--- src/rtl/mult24_arb.sv ---
// Two-requester arbiter/sequencer around a shared multicycle 24x24 multiplier.
// Optional: MULT24_ARB_ZERO_BYPASS_EN returns zero products without the CALC wait.
module mult24 (
  input  logic [23:0] a,
  input  logic [23:0] b,
  output logic [47:0] p
);
  assign p = {24'b0, a} * {24'b0, b};
endmodule

module mult24_arb #(
  parameter int MUL_CYCLES = 2
) (
  input  logic        clk,
  input  logic        rst,
  input  logic        req0_valid,
  output logic        req0_ready,
  input  logic [23:0] req0_a,
  input  logic [23:0] req0_b,
  input  logic        req1_valid,
  output logic        req1_ready,
  input  logic [23:0] req1_a,
  input  logic [23:0] req1_b,
  output logic        rsp0_valid,
  input  logic        rsp0_ready,
  output logic [47:0] rsp0_s,
  output logic        rsp1_valid,
  input  logic        rsp1_ready,
  output logic [47:0] rsp1_s,
  output logic        busy
);
  typedef enum logic [1:0] {
    IDLE,
    CALC,
    RESP
  } state_t;

  localparam logic [2:0] LAST = 3'(MUL_CYCLES - 1);

  state_t      state_q, state_d;
  logic [23:0] op_a_q, op_a_d;
  logic [23:0] op_b_q, op_b_d;
  logic        owner_q, owner_d;
  logic        prio_q, prio_d;
  logic [2:0]  cnt_q, cnt_d;
  logic [47:0] res_q, res_d;

  logic        grant;
  logic [23:0] sel_a;
  logic [23:0] sel_b;
  logic [47:0] prod;
  logic        rsp_take;

  mult24 u_mult24 (
    .a(op_a_q),
    .b(op_b_q),
    .p(prod)
  );

  always_comb begin
    state_d    = state_q;
    op_a_d     = op_a_q;
    op_b_d     = op_b_q;
    owner_d    = owner_q;
    prio_d     = prio_q;
    cnt_d      = cnt_q;
    res_d      = res_q;
    req0_ready = 1'b0;
    req1_ready = 1'b0;
    grant      = (req0_valid & req1_valid) ? prio_q : req1_valid;
    sel_a      = grant ? req1_a : req0_a;
    sel_b      = grant ? req1_b : req0_b;
    rsp_take   = owner_q ? rsp1_ready : rsp0_ready;
    unique case (state_q)
      IDLE: begin
        // Ready is gated by reset so nothing is accepted while reset is held.
        req0_ready = ~rst & req0_valid & ~grant;
        req1_ready = ~rst & req1_valid & grant;
        if (req0_ready | req1_ready) begin
          op_a_d  = sel_a;
          op_b_d  = sel_b;
          owner_d = grant;
          cnt_d   = 3'd0;
          state_d = CALC;
`ifdef MULT24_ARB_ZERO_BYPASS_EN
          if (sel_a == 24'd0 || sel_b == 24'd0) begin
            res_d   = 48'd0;
            state_d = RESP;
          end
`endif
        end
      end
      CALC: begin
        cnt_d = cnt_q + 3'd1;
        if (cnt_q == LAST) begin
          res_d   = prod;
          state_d = RESP;
        end
      end
      RESP: begin
        if (rsp_take) begin
          state_d = IDLE;
          prio_d  = ~owner_q;
        end
      end
      default: state_d = IDLE;
    endcase
  end

  always_ff @(posedge clk) begin
    if (rst) begin
      state_q <= IDLE;
      op_a_q  <= '0;
      op_b_q  <= '0;
      owner_q <= 1'b0;
      prio_q  <= 1'b0;
      cnt_q   <= '0;
      res_q   <= '0;
    end else begin
      state_q <= state_d;
      op_a_q  <= op_a_d;
      op_b_q  <= op_b_d;
      owner_q <= owner_d;
      prio_q  <= prio_d;
      cnt_q   <= cnt_d;
      res_q   <= res_d;
    end
  end

  assign rsp0_valid = (state_q == RESP) & ~owner_q;
  assign rsp1_valid = (state_q == RESP) & owner_q;
  assign rsp0_s     = rsp0_valid ? res_q : 48'd0;
  assign rsp1_s     = rsp1_valid ? res_q : 48'd0;
  assign busy       = (state_q != IDLE);
endmodule

--- config.mk ---
export PLATFORM = sky130hd
export DESIGN_NAME = mult24_arb
export DESIGN_NICKNAME = d
export VERILOG_FILES = /design/src/rtl/mult24_arb.sv
export SDC_FILE = /design/constraint.sdc
export NUM_CORES = 2
export LEC_CHECK = 0
export BUFFER_PORTS_ARGS = -buffer_cell sky130_fd_sc_hd__buf_2
export CAP_MARGIN = 20
export CORE_ASPECT_RATIO = 1.2
export CORE_MARGIN = 10
export CORE_UTILIZATION = 60
export CTS_BUF_LIST = sky130_fd_sc_hd__clkbuf_8 sky130_fd_sc_hd__clkbuf_16
export DETAILED_ROUTE_END_ITERATION = 12
export PLACE_DENSITY = 0.8
export SLEW_MARGIN = 15
export SYNTH_ARGS = -nofsm -noshare
export SYNTH_HDL_FRONTEND = slang
export SYNTH_SLANG_ARGS = --single-unit
--- constraint.sdc ---
create_clock -name clk -period 10.1 [get_ports clk]
set_input_delay 1.01 -clock clk [delete_from_list [all_inputs] [get_ports clk]]
set_output_delay 1.01 -clock clk [all_outputs]
set_load 0.03 [all_outputs]
==> reports/qor.csv <==
metric,value,unit
status,"complete, no violations",
worst r2r src,op_b_q[16]$_SDFFE_PP0P_,
initial antenna violation count,0,
Vias/cell,5.69,
cell chosen for the clock root,clkbuf_16,
hold depth,2,
CP Launch Point,op_b_q[16]$_SDFFE_PP0P_,
clock sink total,103,
drt first-iter violations,1540,
DR vias,19103,
sequential area share after synthesis,8.66,%
chip height,238,um
fillers,3144,
CP Max Fanout,25,
Critical Path AT,8000,ps
number of synthesized register bits,103,
Die Wd,202,um
htree depth,3,
port buffer count,202,
global-route wire length before repair,110000,um
Ports,203,
largest net degree at the start of global routing,98,
DPL Wire Length,53900,um
number of diodes,0,
Fmax,0.129,GHz
clk_lat worst skew,390,ps
CP Class,reg2reg,
Worst path slowest cell,dfxtp_1,
total negative slack,0,ps
starting density of the core,61.0,%
number of hold buffers added after CTS,0,
Syn Nets,3526,
Detailed Routing Iterations Pass 1,8,
WHS Endpoint,res_q[16]$_SDFFE_PP0P_,
Max Slew Vio Count,0,
Final Hold Viols,0,
max incr delay on CP,1030,ps
max_slew headroom,24.5,%
hold wc startpoint,res_q[16]$_SDFFE_PP0P_,
row count,79,
die area,48100,um2
share of cells above drive strength 1,9.53,%
fin nets,3588,
GRT Total Usage,28.4,%
Worst-path clk slew,80,ps
Pleak,0.0130,uW
Critical Path Start Type,register,
RSZ-0062 raised after global routing,no,
synthesis-to-layout area growth,6.78,%
dominant synthesized flop cell,dfxtp_1,
Synth async-reset ratio,0,%
Worst-Margin Slew,1130,ps
Synth Area per Inst,8.61,um2
final setup vio count,0,
post-synthesis cell area,23800,um2
WL final,66500,um
post-CTS setup buffer count,0,
Post-synth EDFFs,0,
vias in the first global route,20886,
per-cell routed wire length,19.8,um
Placer Congestion,1.00,
Worst path most repeated cell,fa_1,
required time worst endpoint,10360,ps
"Warnings, synthesis",0,
clock tree buffer depth,2,
Max Cap Viol,0,
Unique masters post-synth,61,
Cells after Synth,2766,
Reg2Reg Capture Point,res_q[47]$_SDFFE_PP0P_,
Final Cycle Share,76.7,%
min cycle time layout,7740,ps
post-cts gate resize count,0,
Core Footprint,39000,um2
FF-to-FF setup slack,2360,ps
Worst Skew,15.0,ps
Power Dens Cells,110,nW/um2
Antenna Nets Post-Route,0,
fin area,25400,um2
VDD IR max,0.0918,mV
grt total ovfl,0,
Post-Place Cell Area,25000,um2
Crit. End Element,register,
R2R cell count,23,
class of the worst hold path,reg2reg,
TritonCTS clock tree,built,
"critical path, cell by cell",nand2_1 > fa_1 > inv_1 > fa_1 > inv_1 > fa_1 > inv_1 > fa_1 > fa_1 > fa_1 > inv_1 > fa_1 > inv_1 > ha_1 > a21oi_1 > o21ai_0 > a311oi_2 > o221ai_1 > nor3_2 > o31ai_2 > a41oi_2 > mux2i_1 > nand3_1,
TritonCTS buffer count,9,
Post-route DRC,0,
==> power breakdown <==
part | total [uW] | internal, uW | switching (uW)
clock network | 428 | 226 | 203
logic | 1820 | 687 | 1140
registers | 541 | 431 | 110
==> worst max path at each step <==
stage / end / slack [ps] / cells past startpoint
floorplan: res_q[47]$_SDFFE_PP0P_ / 3570 / 24
global placement: res_q[47]$_SDFFE_PP0P_ / 2510 / 23
detailed placement: res_q[47]$_SDFFE_PP0P_ / 2570 / 22
CTS: res_q[47]$_SDFFE_PP0P_ / 2470 / 23
global route: res_q[47]$_SDFFE_PP0P_ / 2070 / 23
finish: res_q[47]$_SDFFE_PP0P_ / 2360 / 23
==> per-layer routing <==
layer | part of all wire [%] | vias to the layer above | wire length (um) | global-route usage [%]
met4 | 3.6 | 0 | 2380 | 10.9
met5 | 0 | - | 0 | 0
met2 | 48 | 968 | 32000 | 46.6
met1 | 38 | 9532 | 25500 | 35.3
li1 | - | 8449 | - | -
met3 | 9.9 | 154 | 6600 | 7.67
==> through the flow <==
step	cells	worst slack, ps	power, uW	utilization (%)	hold WS (ps)
after floorplan	2766	3570	1760	-	436
after global placement	3340	2510	2280	64.1	453
after detailed placement	3341	2570	2300	64.1	455
after CTS	3357	2470	2770	65.0	469
after global routing	3359	2070	3020	65.1	498
final	3359	2360	2790	65.1	468
==> synthesized netlist by cell type, types with 3 or more instances <==
cell	instances	area (um2)
ha_1	176	2200
and2_1	333	2080
inv_1	552	2070
nand2_1	401	1510
dfxtp_1	103	2060
o21a_1	4	30.0
xnor2_1	21	184
nor2b_1	5	31.3
mux2i_1	51	510
o21bai_1	10	75.1
and3_1	55	344
a31oi_1	7	43.8
nand3_1	24	120
nor2_1	73	274
nor3_1	15	75.1
nand2b_1	5	31.3
a21o_1	26	195
a21oi_1	83	415
buf_1	8	30.0
clkbuf_1	157	589
o21ai_1	5	25.0
o21ai_2	3	26.3
o21ai_0	21	105
o31ai_1	4	30.0
a21oi_2	3	26.3
fa_1	482	9650
a211oi_1	52	390
buf_2	10	50.1
xor2_1	15	131
or3_1	3	18.8
nand4_1	20	125
==> area by class of cell <==
type                            instances  area (um2)  share of cell area (%)
Multi-Input combinational cell       1934       19000                    74.8
Clock inverter                          7         130                   0.512
Sequential cell                       103        2060                    8.11
Clock buffer                            9         225                   0.886
Inverter                              552        2070                    8.15
Timing Repair Buffer                  228        1250                    4.91
Tap cell                              526         658                    2.59
==> logic make-up after synthesis <==
group | share of synthesized area, %
AND/OR/NAND/NOR | 19.7
AO/OA/AOI/OAI | 6.88
flip-flops | 8.66
multiplexers | 2.14
XOR/XNOR | 1.32
adder cells (fa/ha/maj) | 49.8
buffers and inverters | 11.6
==> placed cells by master (no fill, tap or decap), types with 4 or more instances in the layout <==
cell type and count:
xnor2_1 21, o21ai_1 4, ha_1 176, a211oi_1 52, a21o_1 26, nand2_1 401, buf_4 24, and3_1 55
clkbuf_16 9, a31oi_1 7, clkinv_8 4, nor3_1 15, a21oi_1 83, nand3_1 24, buf_2 201, o21ai_0 21
nand4_1 20, dfxtp_1 103, nand2b_1 5, and2_1 333, o31ai_1 4, inv_1 552, fa_1 482, xor2_1 15
o21bai_1 10, nor2_1 72, mux2i_1 51
==> critical path: cells and delay by family, from the launching register on <==
kind,cells,cell delay [ps]
mux,1,230
buf+inv,5,300
flops,1,1030
compound gates,6,1310
simple gates,3,720
fa+ha+maj,8,4000
==> flip-flops by register name, summed over array words and instances, names as in the netlist <==
| name | flops |
|---|---|
| cnt_q | 3 |
| op_a_q | 24 |
| op_b_q | 24 |
| owner_q | 1 |
| prio_q | 1 |
| res_q | 48 |
| state_q | 2 |
No activity file was read; power rests on OpenSTA's default activity.
